--- src/rtl/tdm_defs_pkg.sv ---
// rtl/tdm_defs_pkg.sv - shared state encoding and default sizing for the TDM demultiplexer
package tdm_defs;
    localparam logic ST_HUNT = 1'b0;
    localparam logic ST_RECV = 1'b1;

    localparam int DEF_CHANNELS = 4;
    localparam int DEF_WIDTH    = 8;
endpackage

--- src/rtl/tdm_slot_counter.sv ---
// rtl/tdm_slot_counter.sv - slot index counter with clear > load1 > en priority
module tdm_slot_counter #(
    parameter int CW = 2
) (
    input  logic          clk,
    input  logic          rst,
    input  logic          en,
    input  logic          load1,
    input  logic          clear,
    output logic [CW-1:0] slot
);
    logic [CW-1:0] slot_q, slot_d;

    always_comb begin
        slot_d = slot_q;
        if (clear) begin
            slot_d = '0;
        end else if (load1) begin
            slot_d = CW'(1);
        end else if (en) begin
            slot_d = slot_q + CW'(1);
        end
    end

    always_ff @(posedge clk or posedge rst) begin
        if (rst) begin
            slot_q <= '0;
        end else begin
            slot_q <= slot_d;
        end
    end

    assign slot = slot_q;
endmodule

--- src/rtl/tdm_demux.sv ---
// rtl/tdm_demux.sv - time-division demultiplexer: frames serial slot words into parallel channels
module tdm_demux
    import tdm_defs::*;
#(
    parameter int CHANNELS = DEF_CHANNELS,
    parameter int WIDTH    = DEF_WIDTH
) (
    input  logic                      clk,
    input  logic                      rst,
    input  logic                      din_valid,
    input  logic [WIDTH-1:0]          din,
    input  logic                      frame_start,
    output logic [CHANNELS*WIDTH-1:0] ch_data,
    output logic                      ch_valid,
    output logic                      sync_err,
    output logic                      busy
);
    localparam int            CW        = $clog2(CHANNELS);
    localparam logic [CW-1:0] LAST_SLOT = CW'(CHANNELS - 1);

    logic                      state_q, state_d;
    logic [CW-1:0]             slot;
    logic                      cnt_en, cnt_load1, cnt_clear;
    logic                      commit, err;
    logic [CHANNELS*WIDTH-1:0] shadow_q, shadow_d;
    logic [CHANNELS*WIDTH-1:0] ch_data_q, ch_data_d;
    logic                      ch_valid_q, sync_err_q;

    tdm_slot_counter #(.CW(CW)) u_slot_counter (
        .clk   (clk),
        .rst   (rst),
        .en    (cnt_en),
        .load1 (cnt_load1),
        .clear (cnt_clear),
        .slot  (slot)
    );

    always_ff @(posedge clk or posedge rst) begin
        if (rst) begin
            state_q <= ST_HUNT;
        end else begin
            state_q <= state_d;
        end
    end

    always_comb begin
        state_d = state_q;
        case (state_q)
            ST_HUNT: if (din_valid && frame_start) state_d = ST_RECV;
            ST_RECV: if (din_valid && !frame_start && slot == LAST_SLOT) state_d = ST_HUNT;
            default: state_d = ST_HUNT;
        endcase
    end

    // A frame_start word always restarts a frame; in RECV it also flags the abandoned partial frame.
    always_comb begin
        cnt_load1 = din_valid && frame_start;
        cnt_en    = din_valid && !frame_start && (state_q == ST_RECV);
        commit    = cnt_en && (slot == LAST_SLOT);
        cnt_clear = commit;
        err       = din_valid && frame_start && (state_q == ST_RECV);
    end

    always_comb begin
        shadow_d = shadow_q;
        if (cnt_load1) begin
            shadow_d[0 +: WIDTH] = din;
        end else if (cnt_en) begin
            for (int k = 0; k < CHANNELS; k++) begin
                if (slot == CW'(k)) shadow_d[k*WIDTH +: WIDTH] = din;
            end
        end
        // Committing from shadow_d lets the final slot go straight to the outputs.
        ch_data_d = commit ? shadow_d : ch_data_q;
    end

    always_ff @(posedge clk or posedge rst) begin
        if (rst) begin
            shadow_q   <= '0;
            ch_data_q  <= '0;
            ch_valid_q <= 1'b0;
            sync_err_q <= 1'b0;
        end else begin
            shadow_q   <= shadow_d;
            ch_data_q  <= ch_data_d;
            ch_valid_q <= commit;
            sync_err_q <= err;
        end
    end

    assign ch_data  = ch_data_q;
    assign ch_valid = ch_valid_q;
    assign sync_err = sync_err_q;
    assign busy     = (state_q == ST_RECV);
endmodule

--- config.mk ---
export PLATFORM = sky130hd
export DESIGN_NAME = tdm_demux
export DESIGN_NICKNAME = d
export VERILOG_FILES = /design/src/rtl/tdm_defs_pkg.sv /design/src/rtl/tdm_slot_counter.sv /design/src/rtl/tdm_demux.sv
export SDC_FILE = /design/constraint.sdc
export NUM_CORES = 1
export LEC_CHECK = 0
export BUFFER_PORTS_ARGS = -buffer_cell sky130_fd_sc_hd__buf_2
export CAP_MARGIN = 20
export CORE_ASPECT_RATIO = 0.8
export CORE_UTILIZATION = 60
export DETAILED_ROUTE_END_ITERATION = 10
export PLACE_DENSITY = 0.89
export SLEW_MARGIN = 10
export SYNTH_ARGS = -nofsm -noshare
export SYNTH_HDL_FRONTEND = slang
export SYNTH_SLANG_ARGS = --single-unit
export TNS_END_PERCENT = 100
--- constraint.sdc ---
create_clock -name clk -period 3.5 [get_ports clk]
set_clock_uncertainty 0.1 [all_clocks]
set_input_delay 0.175 -clock clk [delete_from_list [all_inputs] [get_ports clk]]
set_output_delay 0.175 -clock clk [all_outputs]
set_load 0.005 [all_outputs]
After elaboration in Yosys (flattened, before gate mapping)
Cells that the tools add are included.
{"block": "word_totals", "wordCells": 33, "register_bits": 69}
{"block": "classes", "bitwise_logic": 1, "n_addsub": 1, "n_mux": 13, "reduce_logical": 9, "eq_ne": 3}
{"operator": "$mux 8", "count": 5}
{"operator": "$mux 32", "count": 1}
{"operator": "$mux 24", "count": 1}
{"operator": "$logic_and 1x1->1", "count": 6}
{"operator": "$mux 2", "count": 3}
{"operator": "$eq 2x2->1 const B", "count": 2}
{"operator": "$reduce_bool 3->1", "count": 1}
{"operator": "$add 2x1->2 const B", "count": 1}
{"operator": "$eq 2x1->1 const B", "count": 1}
{"operator": "$logic_not 2->1", "count": 1}
{"operator": "$mux 1", "count": 2}
{"operator": "$pmux 1 s2", "count": 1}
{"operator": "$logic_not 1->1", "count": 1}
{"operator": "$not 1->1", "count": 1}

Logic depth before layout (Yosys ltp)
{"block": "logic_depth", "ltp_word": 6, "mapped_depth": 6, "ltp_nobuf": 5}

By module
Synthesis repeated with hierarchy kept, for this count alone.
{"block": "unflattened", "hier_cells": 140, "hier_area_um2": 2384.8}
{"module": "tdm_demux", "cells_each": 131, "area_each_um2": 2283.4, "n_inst": 1}
{"module": "tdm_slot_counter", "cells_each": 9, "area_each_um2": 101.3, "n_inst": 1}

Worst setup path after synthesis
No wires, ideal clock.
{"block": "synth_path", "path_type": "reg2reg", "from": "register u_slot_counter.slot_q[0] (netlist: u_slot_counter.slot[0])", "to": "register shadow_q[7]", "t_arrival_ps": 1271, "required_ps": 3275, "path_buffers": 0, "path_slack_ps": 2004, "synth_period_minus_slack_ps": 1496, "path_stages_with_launch": 6, "path_cell_list": "dfrtp_1 > inv_1 > ha_1 > a21o_1 > nand2_1 > mux2_2"}
{"block": "synth_via", "elab_chain_cells": 4}
{"item": "start, declared", "line": "tdm_slot_counter.sv:12", "source": "logic [CW-1:0] slot_q, slot_d;"}
{"item": "start signal, assigned", "line": "tdm_slot_counter.sv:29", "source": "slot_q <= slot_d;"}
{"item": "$logic_not 2->1", "line": "tdm_demux.sv:70", "source": "if (slot == CW'(k)) shadow_d[k*WIDTH +: WIDTH] = din;"}
{"item": "$mux 8", "line": "tdm_demux.sv:70"}
{"item": "$mux 32", "line": "tdm_demux.sv:68", "source": "end else if (cnt_en) begin"}
{"item": "$mux 8", "line": "tdm_demux.sv:66", "source": "if (cnt_load1) begin"}
{"item": "named net shadow_d[7]", "line": "tdm_demux.sv:25", "source": "logic [CHANNELS*WIDTH-1:0] shadow_q, shadow_d;"}
{"item": "end signal, assigned", "line": "tdm_demux.sv:84", "source": "shadow_q <= shadow_d;"}
{"item": "end, declared", "line": "tdm_demux.sv:25"}
The timed path passes the listed nets, and every way through them passes these cells.
A chain may end at the register's enable or synchronous reset.

Final worst setup path
{"block": "layout_path", "from": "register u_slot_counter.slot_q[0] (netlist: u_slot_counter.slot[0])", "to": "register ch_data_q[3] (netlist: ch_data[3])"}
{"block": "layout_via", "elab_chain_cells": 4}
{"item": "$logic_not 2->1", "line": "tdm_demux.sv:70"}
{"item": "$mux 8", "line": "tdm_demux.sv:70"}
{"item": "$mux 32", "line": "tdm_demux.sv:68"}
{"item": "$mux 8", "line": "tdm_demux.sv:66"}
{"item": "end signal, assigned", "line": "tdm_demux.sv:85", "source": "ch_data_q <= ch_data_d;"}
{"item": "end, declared", "line": "tdm_demux.sv:26", "source": "logic [CHANNELS*WIDTH-1:0] ch_data_q, ch_data_d;"}
Parallel ways exist; a longest one is shown, timed or not.

==> impl_metrics.ini <==
[synth]
synth-edff-count = 0
netlist_top_cells_count = dfrtp_1, nand2_1, o21ai_0, mux2i_1, mux2_2
async_reset_ff_frac = 1.00
synth_nets = 268
synthDistinctLibCells = 25
synth_area_mm2 = 0.00294
syn-instance-count = 251
avgSynthCellArea_um2 = 11.7
synthFlopType = dfrtp_1
yosysSeqAreaShare = 0.578
netlist.top_cell.by_area = dfrtp_1
yosys.area.top_type_share = 0.578
synthTopCellsByArea = dfrtp_1, mux2i_1, mux2_2, o21ai_0, nand2_1
synth_most_common_cell = dfrtp_1
ys_ff_latch = 68
yosysWarnings = 0

[sta]
grt_setup_unrepaired = false
finalCritPeriodShare = 0.526
fin_tns_setup_ps = 0
setup_viol = 0
clock.fmax_mhz = 543
worstMarginPinSlew_ps = 599
hold_viol = 0
final.min_clock_period_ps = 1840
slew_headroom = 0.601
slew_viol_final = 0
worst_slack_ps = 1660

[cells_and_area]
area_growth_pct = 14.7
stdcell_count = 364
final_util = 0.726
fillers = 350
layout-drive-gt1-share = 0.299
insertedDiodeCount = 0
layout.nets = 316

[global_routing]
grt_util_all_layers = 0.268
grt-busiest-layer = met2
met1_usage = 0.352
grt_max_degree = 50
grt_pass1_vias = 2019
grtUsageMet3 = 0.0859
antenna_found_initial = 0
grt_remaining_overflow = 0
use_met2 = 0.423
grt_pass1_wl_um = 9830

[worst_setup_path]
reg2reg_to = ch_data[3]
crit_path_end_kind = flip-flop
crit_chain = inv_1 -> ha_1 -> a21oi_1 -> o21ai_0 -> a21oi_1
reg2regPathDepth = 5
critPathMaxStageDelay_ps = 480
rr_startpoint = u_slot_counter.slot[0]
worstPathRequired_ps = 3660
path_class = reg -> reg
cp-start-kind = flip-flop
r2r_slack_ps = 1660
path_delay_family = compound AO/OA/AOI/OAI gates
crit_buf_inv = 1
crit_slowest_cell = a21oi_1
crit_fanout = 8
crit_arrival_ps = 2000
cpMostUsedCell = a21oi_1

[run]
drv_cap = 0

[floorplanning]
die_w_um = 80.3
initial_utilization = 0.633
core_area_mm2 = 0.00465
pin_count = 47
rows = 22
die_h_um = 64.7
die_area_mm2 = 0.00519

[place]
dp_hpwl_um = 3860
portBuffers = 46
dp.cells = 346
gp_congestion = 0.836
dp_worst_setup_slack_ps = 1700

[route]
ant_nets = 0
wire_per_inst_um = 16.7
wirelength_um = 6070
drtIter0Drc = 166
vias = 2037
vias_per_cell = 5.60
first_pass_iters = 4
drc = 0

[min_path]
min_to = ch_data[31]
hp-start = din[7]
hold_depth = 3
hp-class = in -> reg

[power_and_ir_drop]
p_leak_nw = 1.70
peakVddDrop_mv = 0.459
pwr_density_cell_mw_per_mm2 = 804
total_power_w = 0.00272

[clock_tree]
max-clock-path-buffers = 2
htree_levels = 3
cts_buffers = 9
clock_sinks = 68
clk_pin_slew_ps = 70
cts_tree = yes
cts-root-buf = clkbuf_8
clkLatencyLatePin_ps = 340
ctsResizeCount = 0
ctsHoldBuffers = 1
postCtsSetupBuffers = 0

[run_status]
outcome = finished, final reports clean
[kinds of logic after synthesis]
logic type / Yosys count / share of synthesized area
and+or+nand+nor: 58 / 0.0888
muxes: 47 / 0.175
adders and majority gates: 5 / 0.0212
AOI/OAI and AO/OA: 53 / 0.0990
DFF: 68 / 0.578
buffers and inverters: 20 / 0.0378
[how the worst max path moves through the flow]
| stage | start | to | slack (ps) | depth (start not counted) |
|---|---|---|---|---|
| floorplan | rst | busy | 1510 | 1 |
| global placement | u_slot_counter.slot[0] | shadow_q[21] | 1780 | 4 |
| detailed placement | u_slot_counter.slot[0] | ch_data[3] | 1700 | 5 |
| CTS | u_slot_counter.slot[0] | ch_data[3] | 1680 | 5 |
| global route | u_slot_counter.slot[0] | ch_data[3] | 1590 | 5 |
| finish | u_slot_counter.slot[0] | ch_data[3] | 1660 | 5 |
[state kept, by name, summed over array words and instances, names as in the netlist]
signal and flops:
ch_data 32, u_slot_counter.slot 2, busy 1, shadow_q 31, ch_valid 1, sync_err 1
[metrics by stage]
stage | instance area [µm²] | hold slack (ps)
2_1_floorplan | 2940 | 198
3_3_place_gp | 3190 | 353
3_5_place_dp | 3190 | 364
4_1_cts | 3360 | 51.4
5_1_grt | 3380 | 71.6
6_report | 3380 | 69.4
[tightest hold or removal path: stages]
cell and delay (ps):
buf_2 150, nand2_1 90, nand2_1 60
[cells in the final DEF, fill, tap and decap left out, drive strengths merged]
cell         instances
nand3                7
clkbuf              14
buf                 50
a22o                 1
mux2i               23
inv                  6
dfrtp               68
a21oi                8
a21o                 1
nand2               41
mux2                24
dlygate4sd3          1
nand4b               1
clkinv               2
o21ai               32
ha                   5
and3                 1
a31oi                8
a32o                 1
nor2                 7
and3b                1
o211ai               2
[layout make-up]
cell class                      instances  area, µm²  share of cell area
Clock buffer                           14        153              0.0452
Inverter                                6       25.0             0.00741
Sequential cell                        68       1700               0.504
Timing Repair Buffer                   51        283              0.0837
Multi-Input combinational cell        163       1130               0.335
Clock inverter                          2       10.0             0.00296
Tap cell                               60       75.1              0.0222
[metal layers]
metal,wire (µm),vias to the layer above
li1,-,965
met5,0,-
met3,420,10
met4,115,0
met2,2860,82
met1,2670,980
[report_power, final]
group          total, W  internal (W)  switching [W]
registers       0.00129       0.00111       0.000179
clock network  0.000553      0.000275       0.000277
logic          0.000875      0.000443       0.000433
total           0.00272       0.00183       0.000889
No activity file was read; power rests on OpenSTA's default activity.
